<file path="src/rtl/elevator_pkg.sv">
// Shared definitions for the elevator car and the upstream direction
// controller: command encodings, car FSM states and floor defaults.
package elevator_pkg;

    localparam int DEF_NUM_FLOORS = 8;
    localparam int DEF_FLOOR_W    = 4;

    // Direction command encodings; 2'b01 is reserved and decodes as WAIT.
    localparam logic [1:0] CMD_WAIT = 2'b00;
    localparam logic [1:0] CMD_UP   = 2'b10;
    localparam logic [1:0] CMD_DOWN = 2'b11;

    typedef enum logic [1:0] {
        IDLE,
        MOVE_UP,
        MOVE_DOWN,
        DOOR_OPEN
    } car_state_e;

endpackage

</file>
<file path="src/rtl/elevator_timer.sv">
// Loadable down-counter shared by travel and door timing. A load takes
// priority; otherwise the count decrements and saturates at zero.
// Ports:
//   clk, rst_n   clock, asynchronous active-low reset
//   load_i       load load_val_i this cycle
//   load_val_i   value to load
//   value_o      current count
//   zero_o       count is zero
module elevator_timer #(
    parameter int CNT_W = 8
) (
    input  logic             clk,
    input  logic             rst_n,
    input  logic             load_i,
    input  logic [CNT_W-1:0] load_val_i,
    output logic [CNT_W-1:0] value_o,
    output logic             zero_o
);

    logic [CNT_W-1:0] cnt_q, cnt_d;

    always_comb begin
        cnt_d = cnt_q;
        if (load_i) begin
            cnt_d = load_val_i;
        end else if (cnt_q != '0) begin
            cnt_d = cnt_q - 1'b1;
        end
    end

    always_ff @(posedge clk or negedge rst_n) begin
        if (!rst_n) begin
            cnt_q <= '0;
        end else begin
            cnt_q <= cnt_d;
        end
    end

    assign value_o = cnt_q;
    assign zero_o  = (cnt_q == '0);

endmodule

</file>
<file path="src/rtl/elevator_car.sv">
// Car motion and door sequencer. Follows the direction controller's
// command, moves one floor per TRAVEL_CYCLES, opens the door for
// DOOR_CYCLES at requested floors and pulses a one-hot clear back to the
// request latch.
// Ports:
//   clk, rst_n    clock, asynchronous active-low reset
//   cmd           direction command (WAIT=00, UP=10, DOWN=11, 01=WAIT)
//   fr            latched floor requests, bit i = floor i
//   cur_floor     registered car position
//   door_opened   registered, high while the door is open
//   clr           registered one-cycle one-hot clear of the request at cur_floor
//   motion        registered current action, cmd encoding
module elevator_car
    import elevator_pkg::*;
#(
    parameter int NUM_FLOORS    = DEF_NUM_FLOORS,
    parameter int FLOOR_W       = DEF_FLOOR_W,
    parameter int TRAVEL_CYCLES = 16,
    parameter int DOOR_CYCLES   = 32,
    parameter int CNT_W         = 8
) (
    input  logic                  clk,
    input  logic                  rst_n,
    input  logic [1:0]            cmd,
    input  logic [NUM_FLOORS-1:0] fr,
    output logic [FLOOR_W-1:0]    cur_floor,
    output logic                  door_opened,
    output logic [NUM_FLOORS-1:0] clr,
    output logic [1:0]            motion
);

    car_state_e            state_q, state_d;
    logic [FLOOR_W-1:0]    floor_q, floor_d;
    logic                  door_q, door_d;
    logic [NUM_FLOORS-1:0] clr_q, clr_d;
    logic [1:0]            motion_q, motion_d;

    logic                  tmr_load;
    logic [CNT_W-1:0]      tmr_load_val;
    logic [CNT_W-1:0]      tmr_value;
    logic                  tmr_zero;

    logic [NUM_FLOORS-1:0] here_mask;
    logic                  req_here;
    logic                  at_top;
    logic                  at_bottom;

    assign here_mask = {{(NUM_FLOORS-1){1'b0}}, 1'b1} << floor_q;
    assign req_here  = |(fr & here_mask);
    assign at_top    = (floor_q == FLOOR_W'(NUM_FLOORS - 1));
    assign at_bottom = (floor_q == '0);

    elevator_timer #(
        .CNT_W (CNT_W)
    ) u_timer (
        .clk        (clk),
        .rst_n      (rst_n),
        .load_i     (tmr_load),
        .load_val_i (tmr_load_val),
        .value_o    (tmr_value),
        .zero_o     (tmr_zero)
    );

    always_comb begin
        state_d      = state_q;
        floor_d      = floor_q;
        door_d       = door_q;
        clr_d        = '0;
        motion_d     = motion_q;
        tmr_load     = 1'b0;
        tmr_load_val = '0;

        case (state_q)
            IDLE: begin
                if (req_here) begin
                    state_d      = DOOR_OPEN;
                    door_d       = 1'b1;
                    clr_d        = here_mask;
                    tmr_load     = 1'b1;
                    tmr_load_val = CNT_W'(DOOR_CYCLES - 1);
                end else if (cmd == CMD_UP && !at_top) begin
                    state_d      = MOVE_UP;
                    motion_d     = CMD_UP;
                    tmr_load     = 1'b1;
                    tmr_load_val = CNT_W'(TRAVEL_CYCLES - 1);
                end else if (cmd == CMD_DOWN && !at_bottom) begin
                    state_d      = MOVE_DOWN;
                    motion_d     = CMD_DOWN;
                    tmr_load     = 1'b1;
                    tmr_load_val = CNT_W'(TRAVEL_CYCLES - 1);
                end
            end
            MOVE_UP: begin
                if (tmr_zero) begin
                    floor_d  = floor_q + 1'b1;
                    motion_d = CMD_WAIT;
                    state_d  = IDLE;
                end
            end
            MOVE_DOWN: begin
                if (tmr_zero) begin
                    floor_d  = floor_q - 1'b1;
                    motion_d = CMD_WAIT;
                    state_d  = IDLE;
                end
            end
            DOOR_OPEN: begin
                // While clr is high the latch still shows the request being
                // cleared; only a press seen with clr low is a fresh one.
                if (req_here && clr_q == '0) begin
                    clr_d        = here_mask;
                    tmr_load     = 1'b1;
                    tmr_load_val = CNT_W'(DOOR_CYCLES - 1);
                end else if (tmr_zero) begin
                    door_d  = 1'b0;
                    state_d = IDLE;
                end
            end
            default: begin
                state_d = IDLE;
            end
        endcase
    end

    always_ff @(posedge clk or negedge rst_n) begin
        if (!rst_n) begin
            state_q  <= IDLE;
            floor_q  <= '0;
            door_q   <= 1'b0;
            clr_q    <= '0;
            motion_q <= CMD_WAIT;
        end else begin
            state_q  <= state_d;
            floor_q  <= floor_d;
            door_q   <= door_d;
            clr_q    <= clr_d;
            motion_q <= motion_d;
        end
    end

    assign cur_floor   = floor_q;
    assign door_opened = door_q;
    assign clr         = clr_q;
    assign motion      = motion_q;

    // Every operation ends on an expired timer, so IDLE always sees zero.
    a_idle_timer_zero: assert property (@(posedge clk) disable iff (!rst_n)
        (state_q == IDLE) |-> (tmr_value == '0));
    a_door_no_motion: assert property (@(posedge clk) disable iff (!rst_n)
        door_q |-> (motion_q == CMD_WAIT));

endmodule
</file>
<file path="config.mk">
export PLATFORM = sky130hd
export DESIGN_NAME = elevator_car
export DESIGN_NICKNAME = d
export VERILOG_FILES = /design/src/rtl/elevator_pkg.sv /design/src/rtl/elevator_timer.sv /design/src/rtl/elevator_car.sv
export SDC_FILE = /design/constraint.sdc
export NUM_CORES = 1
export LEC_CHECK = 0
export ABC_AREA = 1
export CORE_MARGIN = 1.5
export CORE_UTILIZATION = 45
export CTS_CLUSTER_DIAMETER = 60
export DETAILED_ROUTE_END_ITERATION = 8
export GPL_TIMING_DRIVEN = 0
export PLACE_DENSITY = 0.69
export SYNTH_ARGS = -nofsm -noshare
export SYNTH_HDL_FRONTEND = slang
export SYNTH_HIERARCHICAL = 1
export SYNTH_SLANG_ARGS = --single-unit
</file>
<file path="constraint.sdc">
create_clock -name clk -period 2.4 [get_ports clk]
set_input_delay 0.24 -clock clk [delete_from_list [all_inputs] [get_ports clk]]
set_output_delay 0.24 -clock clk [all_outputs]
set_load 0.005 [all_outputs]
</file>
==> key figures, run 1 <==
Floorplan
  – I/O Pins: 27
  – Die Ht: 63.47 µm
  – Starting density of the core: 0.4817
  – Die ar.: 4028 µm²
  – Core area: 3416 µm²
  – Core Rows: 21
  – Die Wd: 63.47 µm

Global routing
  – GRT Overall Usage: 0.1762
  – Largest net degree at the start of global routing: 26
  – GRT Residual Overflow: 0
  – Vias in the first global route: 1330
  – First-pass GRT wire length: 5.713 mm
  – Initial antenna violation count: 0

Synthesis
  – Synth area leaders: dfrtp_1, nand2_1, nand3_1
  – Yosys reg bits: 25
  – Synth Flop Type: dfrtp_1
  – Yosys top cell area share: 0.3802
  – Syn avg cell area: 7.725 µm²
  – Post-synth ARST share: 1.000
  – Post-synthesis cell type count: 26
  – Post-synth EDFFs: 0
  – Synthesis Warnings: 6
  – Synthesized cell area: 1645 µm²
  – Post-synthesis sequential area ratio: 0.3802
  – Post-synthesis cell count: 213
  – Synth area leader: dfrtp_1

STA
  – Max Fclk: 0.4748 GHz
  – Final WS setup: 0.2937 ns
  – Tcrit/Tclk final: 0.8776
  – Final setup viols: 0
  – Setup tns final: 0 ns
  – Max Slew Vio Count: 0
  – Worst-margin pin slew: 1.103 ns
  – Clock skew: 0.007806 ns
  – Min Tclk post-route: 2.106 ns
  – Slew HR: 0.2625
  – RSZ-0062 raised after global routing: no
  – Final Hold Vio Count: 0

Drt
  – Residual DRC: 0
  – Final ANT Viol Nets: 0
  – DR vias/cell: 4.698
  – Vias: 1367
  – Final wirelength: 3.037 mm
  – WL per Instance: 10.44 µm
  – Starting DRT DRC Count: 43
  – Drt pass-1 iters: 4

Outcome
  – Outcome: finished, final reports clean

Hold path
  – Worst min path class: input pin to async pin

Cells and area
  – P&R area growth vs syn: 21.60%
  – Most common cell after layout, fill and taps aside: nand2_1
  – Footprint of the multi-input gates: 939.7 µm²
  – Most frequent cells in the layout: nand2_1, clkdlybuf4s50_1, dfrtp_1
  – Layout cells sized above 1: 0.1755
  – Area occupied by registers: 625.6 µm²
  – Number of inserted diodes: 0
  – NumNets Final: 266
  – Fill cell count: 327

Power and ir drop
  – Combinational share of power: 0.629
  – P_leak: 0.0009655 µW
  – Clk pwr share: 0.080
  – Sequential share of power: 0.291
  – Cell Pwr Density: 1200 nW/µm²
  – Peak supply drop: 0.6630 mV
  – Total internal power: 1220 µW
  – Sw frac: 0.4921
  – Net Switching: 1182 µW

Setup path
  – CP max stage cell: dfrtp_1
  – Most used cell, CP: o21ai_0
  – CP Max Fanout: 10
  – Buffers & Inverters on Critical Path: 1
  – Setup crit end kind: flop
  – Crit path required time: 2.62 ns
  – Setup CP Type: flop to flop
  – Crit path DAT: 2.33 ns
  – CP Launch Type: flop
  – CP delay by family, top: simple AND/OR/NAND/NOR gates
  – CP Cell Sequence: nor2_2 > nand3_1 > nand2_2 > nor2_4 > nand2_4 > o21ai_0 > a21oi_1 > buf_2 > o21ai_0 > nand2_1 > o21ai_2
  – Largest stage delay, worst path: 0.46 ns

Placed design
  – HPWL after detailed placement: 2.380 mm
  – Dpl ws: 0.3044 ns
  – I/O Buffers: 26
  – Final Wtd Congestion: 0.7705

Clocking
  – Worst-path clk slew: 0.14 ns
  – Root Buffer: clkbuf_4
  – Cts repair resizes: 0
  – Clk buf depth: 2
  – Clock Sinks: 25
  – # H-tree levels: 1
  – Hold-fix buffers, CTS: 0
  – Post-CTS Setup Bufs: 0
  – Worst-Skew Late Latency: 0.32 ns
  – CTS tree: built
  – Clock buffer count from CTS: 3

Flow run
  – Max Cap Viol: 0
cell families after synthesis:
family                     after synthesis  synth area share
and+or+nand+nor                        132            0.4061
DFF                                     25            0.3802
buffers and inverters                   23           0.05323
AOI/OAI and AO/OA                       19           0.06616
adders and majority gates                8           0.06540
xor gates and xnor gates                 5           0.02662
other                                    1          0.002279
worst paths after layout:
path	depth (start not counted)	slack (ns)	to	startpoint
max	11	0.29	u_timer/value_o[1]	cur_floor[2]
min	1	0.49	cur_floor[3]	rst_n
max reg2reg	11	0.29	u_timer/value_o[1]	cur_floor[2]
min reg2reg	2	0.49	door_opened	door_opened
max in group asynchronous	1	1.24	state_q[0]	rst_n
min in group clk	2	0.49	door_opened	door_opened
Yosys cell counts (4+ instances only):
master	count
o21ai_1	4
nand2_4	5
ha_1	7
o21ai_0	7
dfrtp_1	25
inv_1	17
nand2_1	63
nand3_1	19
nor2_2	14
a21oi_1	4
nor2_4	5
inv_2	5
nor2_1	18
sequential cells by signal (all words and copies together) (netlist names):
signal / cells
cur_floor: 4
clr: 8
motion: 2
u_timer/value_o: 8
door_opened: 1
state_q: 2
power groups by stage:
stage / sequential (µW) / combinational, µW / clock [µW]
after floorplan: 694 / 1170 / 0
after global placement: 710 / 1500 / 0
after CTS: 701 / 1520 / 200
after detailed placement: 710 / 1510 / 0
final: 698 / 1510 / 192
after global routing: 725 / 1750 / 222
routing by layer:
metal,GRT usage,up-vias,part of all wire
li1,-,737,-
met1,0.2451,607,0.50
met2,0.2882,19,0.46
met3,0.02321,4,0.028
met4,0.04891,0,0.011
met5,0,-,0
cell type report:
cell class	instances	area share
multi-input combinational	167	0.4697
sequential	25	0.3127
timing repair buffer	26	0.1301
inverter	22	0.04128
tap	46	0.02877
clock buffer	3	0.01126
clock inverter	1	0.003752
buffer	1	0.002502
metrics by stage:
stage	power [µW]	hold WS [ns]	utilization	instances	cell area, µm²
after CTS	2426	0.4944	0.5857	291	2001
final	2402	0.4886	0.5857	291	2001
after global routing	2701	0.5564	0.5857	291	2001
after floorplan	1864	-0.05559	-	215	1653
after detailed placement	2223	0.4625	0.5769	287	1971
after global placement	2210	0.4572	0.5769	287	1971
No activity file was read; power rests on OpenSTA's default activity.
==> run 2: changes to the inputs <==
PLACE_DENSITY = 0.72   (was 0.69)
clock period = 1.8 ns   (was 2.4 ns; I/O delays follow)
==> key figures, run 2 (synthesis results as in run 1) <==
STA
  – Final setup viols: 6
  – Min Tclk post-route: 1.837 ns
  – Fin Hold WS: 0.4383 ns
  – Setup tns final: -0.1001 ns
  – Final Hold Vio Count: 0
  – Final WS setup: -0.03733 ns
  – RSZ-0062 raised after global routing: yes
  – Max Fclk: 0.5443 GHz
  – Slew HR: 0.2300
  – Clock skew: 0.003517 ns
  – Tcrit/Tclk final: 1.021
  – Max Slew Vio Count: 0
  – Worst-margin pin slew: 1.151 ns

Power and ir drop
  – P_leak: 0.001056 µW
  – Peak supply drop: 0.9456 mV
  – Cell Pwr Density: 1679 nW/µm²

Clocking
  – Root Buffer: clkbuf_4
  – Worst-path clk slew: 0.14 ns
  – # H-tree levels: 1
  – Hold-fix buffers, CTS: 0
  – CTS tree: built
  – Clock buffer count from CTS: 3
  – Clk buf depth: 2
  – Worst-Skew Late Latency: 0.33 ns
  – Clock Sinks: 25

Cells and area
  – Number of inserted diodes: 0
  – Most frequent cells in the layout: nand2_1, clkdlybuf4s50_1, dfrtp_1
  – P&R area growth vs syn: 38.33%
  – Most common cell after layout, fill and taps aside: nand2_1
  – NumNets Final: 285
  – Fill cell count: 281
  – Layout cells sized above 1: 0.3333

Global routing
  – GRT Residual Overflow: 0
  – First-pass GRT wire length: 5.913 mm
  – Largest net degree at the start of global routing: 26
  – GR Util met3: 0.03214
  – GRT Overall Usage: 0.1825
  – GR Util met1: 0.2391
  – Grt peak-use layer: met2
  – M2 GR Usage: 0.3184
  – Vias in the first global route: 1349
  – Initial antenna violation count: 0

Floorplan
  – Core Rows: 21
  – Starting density of the core: 0.4817
  – Die Ht: 63.47 µm
  – Die Wd: 63.47 µm
  – Core area: 3416 µm²
  – I/O Pins: 27
  – Die ar.: 4028 µm²

Drt
  – Drt pass-1 iters: 5
  – Residual DRC: 0
  – WL per Instance: 11.90 µm
  – Final ANT Viol Nets: 0
  – DR vias/cell: 4.881
  – Vias: 1513
  – Final wirelength: 3.689 mm
  – Starting DRT DRC Count: 54

Setup path
  – CP Max Fanout: 7
  – Crit path required time: 2.07 ns
  – Setup crit end kind: flop
  – Setup CP Type: flop to flop
  – CP Launch Type: flop
  – Crit path DAT: 2.11 ns

Hold path
  – Worst min path class: input pin to async pin

Outcome
  – Outcome: complete, but fails checks
  – Failing checks: negative setup slack

Placed design
  – HPWL after detailed placement: 2.472 mm
  – I/O Buffers: 26
  – Final Wtd Congestion: 0.7807

Flow run
  – Max Cap Viol: 0
## run 2: cell count changes in the layout (fill, tap and decap cells not counted), sizes merged
cell  previous run  this run
buf              1        20
## run 2: critical path, stage by stage, from the launching register on
cell	delay [ns]
dfrtp_2	0.48
nor2_4	0.26
nand3_2	0.13
nand2_2	0.10
nor2_4	0.05
nand2_4	0.11
nand2_8	0.08
a21oi_4	0.19
buf_4	0.15
nand2_1	0.04
o21ai_0	0.07
nand2_1	0.09
o21ai_2	0.05
## run 2: path summary, 6_finish.rpt
| kind | slack (ns) | cells past startpoint | to | start |
|---|---|---|---|---|
| worst max-delay path | -0.04 | 12 | u_timer/value_o[0] | cur_floor[3] |
| worst min-delay path | 0.44 | 1 | clr[1] | rst_n |
| worst max register to register | -0.04 | 12 | u_timer/value_o[0] | cur_floor[3] |
| worst min register to register | 0.51 | 2 | motion[0] | motion[0] |
| max in group asynchronous | 0.59 | 1 | cur_floor[3] | rst_n |
| min in group clk | 0.51 | 2 | motion[0] | motion[0] |
## run 2: repair_timing
action,CTS,global route
endpoints found under the setup margin,9,14
endpoints found under the hold margin,0,0
pin swaps,3,6
resized for setup,16,22
setup buffers,7,11
gates cloned,0,1
## run 2: layout make-up
| class | count | area, µm² | area share |
|---|---|---|---|
| multi-input combinational | 167 | 1059 | 0.4651 |
| sequential | 25 | 630.6 | 0.2771 |
| timing repair buffer | 45 | 402.9 | 0.1770 |
| inverter | 22 | 85.08 | 0.03738 |
| tap | 46 | 57.56 | 0.02529 |
| clock buffer | 3 | 22.52 | 0.009896 |
| buffer | 1 | 11.26 | 0.004948 |
| clock inverter | 1 | 7.507 | 0.003299 |
## run 2: routing by layer
metal / vias up / part of all wire
met3: 8 / 0.043
met2: 31 / 0.50
met1: 701 / 0.44
met4: 0 / 0.016
met5: - / 0
li1: 773 / -
## run 2: per-stage QoR
stage                     power (µW)  utilization  worst slack (ns)  std cells  area, µm²
after floorplan                 2508            -          0.003461        215       1660
after global placement          2963       0.5791           -0.1943        287       1978
after detailed placement        3006       0.5791           -0.2292        287       1978
after CTS                       3526       0.6158          -0.02149        298       2103
after global routing            4183       0.6663           -0.1727        310       2276
final                           3822       0.6663          -0.03733        310       2276
## run 2: report_power, final
group	leakage, µW	switching (µW)	internal [µW]
Sequential	0.000318	189	766
Combinational	0.000724	1480	1120
Clock	0.0000139	181	85.2
==> run 3: changes to the inputs <==
CAP_MARGIN = 20   (was unset)
==> key figures, run 3 (synthesis results as in run 1) <==
Outcome
  – Outcome: complete, but fails checks
  – Failing checks: negative setup slack

Setup path
  – Crit path required time: 2.04 ns
  – Setup CP Type: flop to flop
  – Largest stage delay, worst path: 0.51 ns
  – CP Cell Sequence: nand2_2 > inv_2 > nand3_1 > nand2_2 > nor2_4 > nand2_4 > o21ai_4 > a21oi_4 > buf_4 > buf_4 > nor2_2 > nor2_1
  – CP max stage cell: dfrtp_2
  – CP Max Fanout: 5
  – Crit path DAT: 2.09 ns
  – CP Launch Type: flop
  – R2r endpoint: u_timer/value_o[6]
  – Reg2reg path depth: 12
  – Setup crit end kind: flop
  – Worst Setup EP: u_timer/value_o[6]
  – Critical path origin: cur_floor[1]
  – FF-to-FF setup slack: -0.05 ns
  – R2r startpoint: cur_floor[1]

Drt
  – Final ANT Viol Nets: 0
  – Final wirelength: 3.658 mm
  – WL per Instance: 11.69 µm
  – Residual DRC: 0
  – Starting DRT DRC Count: 52
  – DR vias/cell: 4.815
  – Drt pass-1 iters: 5
  – Vias: 1507

Hold path
  – Worst min path class: input pin to async pin

Floorplan
  – Core Rows: 21
  – Core area: 3416 µm²
  – Die Wd: 63.47 µm
  – Die ar.: 4028 µm²
  – Starting density of the core: 0.4817
  – Die Ht: 63.47 µm
  – I/O Pins: 27

Cells and area
  – Most common cell after layout, fill and taps aside: nand2_1
  – Layout cells sized above 1: 0.3558
  – Number of inserted diodes: 0
  – P&R area growth vs syn: 42.13%
  – Most frequent cells in the layout: nand2_1, clkdlybuf4s50_1, buf_4, dfrtp_1
  – Post-route design area: 2338 µm²
  – NumNets Final: 288
  – Post-Layout Cell Count: 313

Global routing
  – Vias in the first global route: 1359
  – Largest net degree at the start of global routing: 16
  – GRT Overall Usage: 0.1818
  – First-pass GRT wire length: 5.871 mm
  – GRT Residual Overflow: 0
  – Initial antenna violation count: 0

STA
  – Max Slew Vio Count: 0
  – Final WS setup: -0.05014 ns
  – Slew HR: 0.5077
  – Min Tclk post-route: 1.850 ns
  – Clock skew: 0.004929 ns
  – Worst-margin pin slew: 0.7362 ns
  – Tcrit/Tclk final: 1.028
  – Final Hold Vio Count: 0
  – RSZ-0062 raised after global routing: yes
  – Max Fclk: 0.5405 GHz
  – Final setup viols: 6

Clocking
  – Clk buf depth: 2
  – CTS tree: built
  – # H-tree levels: 1
  – Clock Sinks: 25
  – Root Buffer: clkbuf_4
  – Worst-Skew Late Latency: 0.33 ns
  – Clock buffer count from CTS: 3
  – Hold-fix buffers, CTS: 0
  – Worst-path clk slew: 0.15 ns

Placed design
  – Placed instance area: 1993 µm²
  – I/O Buffers: 26
  – Dpl ws: -0.2287 ns
  – Final Wtd Congestion: 0.7807
  – Placed cells: 288
  – HPWL after detailed placement: 2.532 mm

Flow run
  – Max Cap Viol: 0

Power and ir drop
  – Peak supply drop: 1.193 mV
  – P_leak: 0.001086 µW
  – Cell Pwr Density: 1696 nW/µm²
==> run 3: per-layer routing <==
| metal | GRT usage | share of wire |
|---|---|---|
| met1 | 0.2359 | 0.43 |
| met2 | 0.3092 | 0.52 |
| met3 | 0.03750 | 0.041 |
| met4 | 0.04620 | 0.013 |
| met5 | 0 | 0 |
==> run 3: per-stage QoR <==
stage                 util  setup TNS [ns]  total power (µW)  hold slack, ns
floorplan                -               0              2508         -0.1156
global placement    0.5791          -1.315              2963          0.4584
detailed placement  0.5835          -1.567              3009          0.4762
CTS                 0.6209        -0.06565              3510          0.2857
global route        0.6846         -0.9455              4344          0.3085
finish              0.6846         -0.1590              3966          0.2685
==> run 3: report_power, final <==
| part | switching (µW) | internal, µW | total (µW) | leakage [µW] |
|---|---|---|---|---|
| combinational | 1540 | 1200 | 2740 | 0.000754 |
| sequential | 195 | 766 | 961 | 0.000318 |
| clock | 181 | 85.1 | 266 | 0.0000139 |
| total | 1910 | 2050 | 3970 | 0.00109 |
==> run 3: area by class of cell <==
cell class              count  area, µm²
well taps                  46      57.56
multi-input cells         167       1089
clock buffers               3      22.52
clock inverters             1      7.507
inverters                  22      87.58
fillers                   276       1077
repair buffers             48      432.9
flip-flops and latches     25      630.6
plain buffers               1      11.26
==> run 3: timing repair <==
action / 4_1_cts / 5_1_grt
hold endpoints to repair: 0 / 0
setup buffers: 7 / 13
gates cloned: 0 / 1
gates resized for setup: 14 / 32
setup endpoints to repair: 8 / 14
pin swaps: 2 / 18
==> run 3: how the worst min path moves through the flow <==
stage,start,slack (ns),endpoint
global placement,door_opened,0.46,door_opened
CTS,rst_n,0.29,clr[0]
finish,rst_n,0.27,motion[0]
global route,rst_n,0.31,clr[1]
floorplan,rst_n,-0.12,clr[0]
detailed placement,door_opened,0.48,door_opened
==> run 3: worst max-delay path: cells and delay by family, from the launching register on <==
family	cells	cell delay, ns
flops	1	0.51
compound gates	2	0.25
simple gates	7	0.65
buf+inv	3	0.35
